**src/rtl/topk_patch_sorter.sv**
```systemverilog
`default_nettype none
// ============================================================================
//  Module   : topk_patch_sorter
//  Purpose  : Keeps a running top-K list of per-patch weighted sums for one
//             frame and drains the K largest (patch_num, wtsum) pairs in
//             descending order once the frame's final patch has arrived.
//  Revision : 1.0  initial release
// ============================================================================
module topk_patch_sorter #(
   parameter  int FP_SIZE  = 32,
   parameter  int N_PATCH  = 1024,
   parameter  int K        = 8,
   localparam int c_PNUM_W = (N_PATCH > 1) ? $clog2(N_PATCH) : 1,
   localparam int c_RANK_W = (K > 1) ? $clog2(K) : 1
) (
   input  logic                CLK,
   input  logic                RESET,
   input  logic                in_valid,
   input  logic [FP_SIZE-1:0]  in_wtsum,
   input  logic                in_last,
   output logic                in_ready,
   output logic                out_valid,
   input  logic                out_ready,
   output logic [FP_SIZE-1:0]  out_wtsum,
   output logic [c_PNUM_W-1:0] out_patch_num,
   output logic [c_RANK_W-1:0] out_rank,
   output logic                out_last,
   output logic                error
);

   typedef enum logic [1:0] {
      S_CLEAR   = 2'd0,
      S_COLLECT = 2'd1,
      S_DRAIN   = 2'd2,
      S_ERROR   = 2'd3
   } state_t;

   state_t                state_q;
   logic [c_PNUM_W-1:0]   cnt_q;
   logic [c_RANK_W-1:0]   idx_q;
   logic                  in_ready_q;
   logic                  out_valid_q;
   logic                  error_q;

   // Slot 0 holds the largest value; valid slots are always contiguous from 0.
   logic [FP_SIZE-1:0]    val_q [K];
   logic [FP_SIZE-1:0]    val_d [K];
   logic [c_PNUM_W-1:0]   num_q [K];
   logic [c_PNUM_W-1:0]   num_d [K];
   logic [K-1:0]          vld_q;
   logic [K-1:0]          vld_d;

   logic [K-1:0]          w_disp;
   logic [FP_SIZE-1:0]    w_new_key;
   logic                  w_accept;
   logic                  w_overrun;
   logic                  w_insert;
   logic                  w_out_xfer;
   logic                  w_next_vld;
   logic                  w_last;

   // Maps an IEEE-754 pattern to an unsigned key that orders like the float
   // value; -0.0 lands just below +0.0.
   function automatic logic [FP_SIZE-1:0] f_key(input logic [FP_SIZE-1:0] v);
      if (v[FP_SIZE-1]) begin
         return ~v;
      end
      return {1'b1, v[FP_SIZE-2:0]};
   endfunction

   assign w_accept   = in_valid && in_ready_q;
   assign w_overrun  = (cnt_q == c_PNUM_W'(N_PATCH - 1)) && !in_last;
   assign w_insert   = w_accept && !w_overrun;
   assign w_out_xfer = out_valid_q && out_ready;

   // Parallel insertion: every slot decides in one cycle whether it keeps its
   // entry, takes the new value, or inherits its upper neighbour.
   always_comb begin
      w_new_key = f_key(in_wtsum);
      for (int i = 0; i < K; i++) begin
         w_disp[i] = !vld_q[i] || (w_new_key > f_key(val_q[i]));
      end
      val_d[0] = w_disp[0] ? in_wtsum : val_q[0];
      num_d[0] = w_disp[0] ? cnt_q    : num_q[0];
      vld_d[0] = vld_q[0] | w_disp[0];
      for (int i = 1; i < K; i++) begin
         if (w_disp[i-1]) begin
            val_d[i] = val_q[i-1];
            num_d[i] = num_q[i-1];
            vld_d[i] = vld_q[i-1];
         end else if (w_disp[i]) begin
            val_d[i] = in_wtsum;
            num_d[i] = cnt_q;
            vld_d[i] = 1'b1;
         end else begin
            val_d[i] = val_q[i];
            num_d[i] = num_q[i];
            vld_d[i] = vld_q[i];
         end
      end
   end

   // Drain read-out: select the slot at the drain index and look one slot
   // ahead to decide whether this entry is the frame's last.
   always_comb begin
      out_wtsum     = '0;
      out_patch_num = '0;
      w_next_vld    = 1'b0;
      for (int i = 0; i < K; i++) begin
         if (idx_q == c_RANK_W'(i)) begin
            out_wtsum     = val_q[i];
            out_patch_num = num_q[i];
         end
      end
      for (int i = 0; i < K - 1; i++) begin
         if (idx_q == c_RANK_W'(i)) begin
            w_next_vld = vld_q[i+1];
         end
      end
      w_last = (idx_q == c_RANK_W'(K - 1)) || !w_next_vld;
   end

   // Slot valid bits are wiped on reset and at the start of every frame.
   always_ff @(posedge CLK) begin
      if (RESET || (state_q == S_CLEAR)) begin
         vld_q <= '0;
      end else if (w_insert) begin
         vld_q <= vld_d;
      end
   end

   // Slot payloads only matter while their valid bit is set, so no reset.
   always_ff @(posedge CLK) begin
      if (w_insert) begin
         for (int i = 0; i < K; i++) begin
            val_q[i] <= val_d[i];
            num_q[i] <= num_d[i];
         end
      end
   end

   // Frame control: clear, collect patches, drain sorted entries, or latch an
   // overrun until reset.
   always_ff @(posedge CLK) begin
      if (RESET) begin
         state_q     <= S_CLEAR;
         cnt_q       <= '0;
         idx_q       <= '0;
         in_ready_q  <= 1'b0;
         out_valid_q <= 1'b0;
         error_q     <= 1'b0;
      end else begin
         case (state_q)
            S_CLEAR: begin
               cnt_q      <= '0;
               idx_q      <= '0;
               in_ready_q <= 1'b1;
               state_q    <= S_COLLECT;
            end
            S_COLLECT: begin
               if (w_accept) begin
                  if (w_overrun) begin
                     state_q    <= S_ERROR;
                     error_q    <= 1'b1;
                     in_ready_q <= 1'b0;
                  end else begin
                     cnt_q <= cnt_q + c_PNUM_W'(1);
                     if (in_last) begin
                        state_q     <= S_DRAIN;
                        idx_q       <= '0;
                        in_ready_q  <= 1'b0;
                        out_valid_q <= 1'b1;
                     end
                  end
               end
            end
            S_DRAIN: begin
               if (w_out_xfer) begin
                  if (w_last) begin
                     state_q     <= S_CLEAR;
                     out_valid_q <= 1'b0;
                  end else begin
                     idx_q <= idx_q + c_RANK_W'(1);
                  end
               end
            end
            S_ERROR: begin
               in_ready_q  <= 1'b0;
               out_valid_q <= 1'b0;
               error_q     <= 1'b1;
            end
            default: begin
               state_q <= S_CLEAR;
            end
         endcase
      end
   end

   assign in_ready  = in_ready_q;
   assign out_valid = out_valid_q;
   assign out_rank  = idx_q;
   assign out_last  = out_valid_q && w_last;
   assign error     = error_q;

endmodule
`default_nettype wire

```
**config.mk**
```make
export PLATFORM = sky130hd
export DESIGN_NAME = topk_patch_sorter
export DESIGN_NICKNAME = d
export VERILOG_FILES = /design/src/rtl/topk_patch_sorter.sv
export SDC_FILE = /design/constraint.sdc
export NUM_CORES = 1
export LEC_CHECK = 0
export ABC_CLOCK_PERIOD_IN_PS = 11800
export CAP_MARGIN = 25
export CORE_UTILIZATION = 60
export CTS_CLUSTER_DIAMETER = 150
export CTS_CLUSTER_SIZE = 28
export DETAILED_ROUTE_END_ITERATION = 12
export PLACE_DENSITY = 0.8
export SETUP_SLACK_MARGIN = 0.02
export SYNTH_ARGS = -nofsm -noshare
export SYNTH_HDL_FRONTEND = slang
export SYNTH_SLANG_ARGS = --single-unit
```
**constraint.sdc**
```tcl
create_clock -name CLK -period 11.8 [get_ports CLK]
set_input_delay 2.95 -clock CLK [delete_from_list [all_inputs] [get_ports CLK]]
set_output_delay 2.95 -clock CLK [all_outputs]
set_load 0.02 [all_outputs]
```
# After elaboration in Yosys (flattened, before gate mapping)
# Memory sizes are Yosys's and may differ from the RTL's.
# Index checks and enable logic that the tools add are counted.
[totals]
romBits = 0
latch_bits = 0
wordCells = 232
in_bits = 37
regBits = 26
n_memories = 2
mem_bits_rw = 336
[classes]
shifts = 0
n_eq_ne = 19
n_reduce_logical = 53
magnitude_cmp = 8
muxes = 124
bitwise_logic = 10
div_mod_pow = 0
n_mul = 0
add_sub_neg = 2
[mem_list]
columns = ["name", "depth", "width", "rd", "rd_ports_with_merged_regs", "write_ports", "line", "source"]
rows = [
  ["val_q", 8, 32, 8, 0, 8, "46", "logic [FP_SIZE-1:0] val_q [K];"],
  ["num_q", 8, 10, 8, 0, 8, "48", "logic [c_PNUM_W-1:0] num_q [K];"],
]
[op_table]
columns = ["operator", "n"]
rows = [
  ["32-bit two-way mux", 41],
  ["32-bit inverter", 9],
  ["32-bit > comparator", 8],
  ["10-bit two-way mux", 25],
  ["1-bit two-way mux", 42],
  ["10-bit case mux with 2 select lines", 1],
  ["2-bit nonzero test", 9],
  ["3-bit two-way mux", 5],
  ["2-bit != test, second input constant", 7],
  ["2-bit AND reduction", 7],
  ["3-bit equality test, second input constant", 4],
  ["6-bit AND reduction", 2],
  ["1-bit logical NOT", 11],
  ["10-bit by 1-bit adder with 10-bit output, second input constant", 1],
  ["10-bit equality test, second input constant", 1],
  ["1-bit logical OR", 10],
  ["2-bit two-way mux", 5],
  ["3-bit case mux with 3 select lines", 1],
  ["3-bit AND reduction", 3],
  ["3-bit nonzero test", 3],
  ["3-bit by 2-bit equality test with 1-bit output, second input constant", 2],
  ["1-bit case mux with 3 select lines", 2],
  ["2-bit case mux with 3 select lines", 1],
  ["1-bit logical AND", 5],
  ["10 further kinds", 11],
]

# Logic depth before layout (Yosys ltp)
[depth]
ltp_word = 13
depth_mapped = 13
depth_no_buf = 9

# Least setup slack after synthesis
# OpenSTA, ideal clock, no wires.
[synth_path]
path_kind = "input to register"
startpoint = "input in_wtsum[31]"
endpoint = "memory num_q[0][30] in the netlist's numbering, enable pin"
n_path_buf = 3
stages = 12
path_slack_ns = 3.711
arrival_time_ns = 7.634
setup_ns = 0.455
required_time_ns = 11.345
cell_sequence = "clkbuf_1 > buf_1 > xor2_1 > ha_1 > and3_1 > nand4_1 > a211oi_1 > nor4b_1 > o211ai_2 > o41ai_4 > buf_6 > a21oi_1"
[synth_lines]
columns = ["element", "line", "source"]
rows = [
  ["from (decl)", "19", "input logic [FP_SIZE-1:0] in_wtsum,"],
  ["to (decl)", "48", ""],
]

==> summary.md <==
| Metric | Value |
|---|---|
| Status | `finished, final reports clean` |
| First-pass iteration count of the detailed router | `6` |
| TritonCTS clock tree | `done` |
| Internal | `2.01 mW` |
| Global-route usage over all layers | `37.7%` |
| Synthesized flop and latch total | `362` |
| Final WS setup | `3.72 ns` |
| Initial antenna violation count | `3` |
| Post-place setup slack | `3.31 ns` |
| Dpl cell area | `27400 µm²` |
| Post-route ant nets | `0` |
| Comb pwr share | `23.3%` |
| DR top layer | `met5` |
| Prevailing post-synth register cell | `edfxtp_1` |
| Met2 wire length | `38.9 mm` |
| Final instance area | `27900 µm²` |
| Required time worst endpoint | `12.02 ns` |
| Layout area overhead | `6.57%` |
| Crit path cell chain | `buf_2, buf_4, xor2_1, ha_1, nand4_1, nor3_1, a221oi_2, o31a_1, a31oi_1, o22a_2, o31a_2, buf_4` |
| CTS root buf | `clkbuf_16` |
| Later-pin clock latency in the skew report | `0.58 ns` |
| Syn avg cell area | `11.3 µm²` |
| Fin crit period | `8.08 ns` |
| WL met1 | `34.3 mm` |
| HPWL Detailed | `57.0 mm` |
| IO Count | `86` |
| Period utilisation layout | `68.4%` |
| Worst slew pin tran | `1.12 ns` |
| Die ar. | `44500 µm²` |
| Slowest-stage cell, CP | `o31a_2` |
| Share of layout cells above drive strength 1 | `15.4%` |
| Die height | `211 µm` |
| Starting Density | `60.9%` |
| Routed wire per std cell | `29.0 µm` |
| Startpoint types | `primary input` |
| VDD IR max | `0.140 mV` |
| Synth Cell Area | `26200 µm²` |
| Critical path endpoint category | `flip-flop` |
| FMAX | `124 MHz` |
| Synth unique cells | `74` |
| Buffers on Ports | `85` |
| Clk sinks | `362` |
| Setup tns final | `0 ns` |
| Sequential-to-total area share from yosys stat | `40.5%` |
| FFs w/ async S/R, synth | `0%` |
| Cell mode on critical path | `buf_4` |
| Vias per cell | `6.85` |
| Setup repair after global routing missed its margin | `false` |
| Hold WC Path Type | `flip-flop to flip-flop` |
| Max_cap viols | `0` |
| CP Class | `primary input to flip-flop` |
| Hold Slack | `0.488 ns` |
| Longest Clk Path Bufs | `3` |
| Post-synth EDFFs | `336` |
| Cells after Synth | `2323` |
| Final Hold Fails | `0` |
| Total gr overflow | `0` |
| Crit path DAT | `8.30 ns` |
| CORE AREA | `43100 µm²` |
| Synthesized Nets | `2623` |
| Worst Skew | `0.0263 ns` |
| Routed WL | `84.5 mm` |
| DR DRC count | `0` |
| Pleak | `9.99 nW` |
| # rows | `76` |
| Routability cong. | `0.991` |
| Max-slew violations | `0` |
| Final setup viols | `0` |
| H-tree Lvls | `1` |
| Clock transition at path regs | `0.11 ns` |
| Final nets | `2615` |
| Die W | `211 µm` |
| Vias in the first global route | `19.5k` |
| Reg power frac | `52.4%` |
| # resized after CTS | `0` |
| First-pass GRT wire length | `125 mm` |
| Fillcell total | `3404` |
| Switching power | `0.890 mW` |
| Cell Pwr Density | `104 nW/µm²` |
| Slew margin rel. | `25.1%` |
| Sw Ratio | `30.7%` |
| Met3 routed WL | `8.07 mm` |
| Largest net degree at the start of global routing | `87` |
| Via Count | `20.0k` |
| DRT iter0 DRCs | `2600` |
| CTS Buf Count | `16` |
| Peak fanout along the critical path | `28` |
| Hold-fix buffers, CTS | `0` |
| Clk network pwr share | `24.3%` |
| Worst path max stage delay | `0.85 ns` |
| Post-CTS Setup Bufs | `0` |
| YS warnings | `0` |
power groups by stage:
stage / Combinational (mW) / Sequential (mW) / Clock, mW
floorplan: 0.431 / 1.53 / 0
global placement: 0.644 / 1.54 / 0
detailed placement: 0.655 / 1.54 / 0
CTS: 0.659 / 1.52 / 0.706
global route: 0.733 / 1.52 / 0.735
finish: 0.674 / 1.52 / 0.704
cell type report:
cell class                 count  area (µm²)  area share [%]
inverter                      17        63.8           0.228
tap                          585         732            2.62
sequential                   362       10600            38.0
clock buffer                  27         452            1.62
clock inverter                 1        16.3          0.0582
timing repair buffer         122        1140            4.09
antenna                        2        5.00          0.0179
multi-input combinational   1796       14900            53.4
flip-flops by register name, summed over array words and instances, names as in the netlist:
register and cells:
val_q 256, state_q 2, vld_q 8, in_ready 1
num_q 80, error 1, out_valid 1, cnt_q 10
out_rank 3
synthesized netlist by cell type (all sizes together), types with 5 or more instances:
master | n | area [µm²]
edfxtp | 336 | 10100
mux2 | 294 | 3640
ha | 263 | 3290
xnor2 | 242 | 2120
o21ai | 223 | 1140
nand2 | 159 | 597
a21oi | 142 | 711
nor2 | 96 | 360
buf | 81 | 494
clkbuf | 67 | 251
a221oi | 50 | 444
o311ai | 43 | 394
xor2 | 42 | 368
nand4 | 38 | 244
dfxtp | 26 | 521
nand3 | 25 | 125
a21o | 23 | 173
nor3 | 18 | 95.1
inv | 17 | 63.8
and3 | 16 | 100
nor2b | 15 | 93.8
a211oi | 12 | 90.1
o21a | 10 | 75.1
o211ai | 9 | 72.6
nor4 | 8 | 56.3
and4 | 7 | 61.3
nand2b | 6 | 37.5
a211o | 5 | 43.8
a22oi | 5 | 37.5
final timing paths:
check	startpoint	to	slack (ns)	cells past startpoint
hold / removal	error	error	0.49	2
setup reg to reg	val_q[1][95]	num_q[1][33]	6.51	11
setup / recovery	in_wtsum[31]	num_q[1][33]	3.72	12
hold reg to reg	error	error	0.49	2
metrics by stage:
step | power, mW | utilization [%] | std cells
2_1_floorplan | 1.96 | - | 2323
3_3_place_gp | 2.18 | 63.7 | 2881
3_5_place_dp | 2.20 | 63.7 | 2881
4_1_cts | 2.88 | 64.8 | 2909
5_1_grt | 2.99 | 64.9 | 2912
6_report | 2.90 | 64.9 | 2912
worst max-delay path, delay by kind of cell:
family,cells,cell delay (ns)
and+or+nand+nor,2,0.64
adders and majority gates,1,0.28
xor gates and xnor gates,1,0.73
AOI/OAI and AO/OA,5,2.16
buffers and inverters,3,1.49
cell usage in the layout, fill, tap and decap left out, drive strengths merged, types with 8 or more instances in the layout:
cell type      netlist  routed
nor4                 8       8
inv                 17      17
ha                 263     263
o21a                10      10
clkdlybuf4s50        0      84
nor2b               15      15
a21oi              142     142
nor3                18      18
nand3               25      25
nor2                96      96
a211oi              12      12
o211ai               9       9
mux2               294     294
xnor2              242     242
and3                16      16
a21o                23      23
edfxtp             336     336
nand2              159     159
xor2                42      42
a221oi              50      50
nand4               38      38
clkbuf              67      27
dfxtp               26      26
o21ai              223     223
o311ai              43      43
buf                 81      38
cells by family after synthesis:
| logic type | share of synthesized area (%) |
|---|---|
| AND/OR/NAND/NOR | 7.14 |
| AO/OA/AOI/OAI | 13.3 |
| adder cells (fa/ha/maj) | 12.5 |
| buffers and inverters | 3.09 |
| multiplexers | 14.0 |
| XOR/XNOR | 9.49 |
| flip-flops | 40.5 |
per-layer routing:
metal,global-route usage (%),up-vias
met5,0.890,-
met4,14.2,4
met3,6.44,206
met2,60.2,1194
li1,-,8737
met1,51.3,9810
Note: power is estimated with default switching activity, not from simulation.
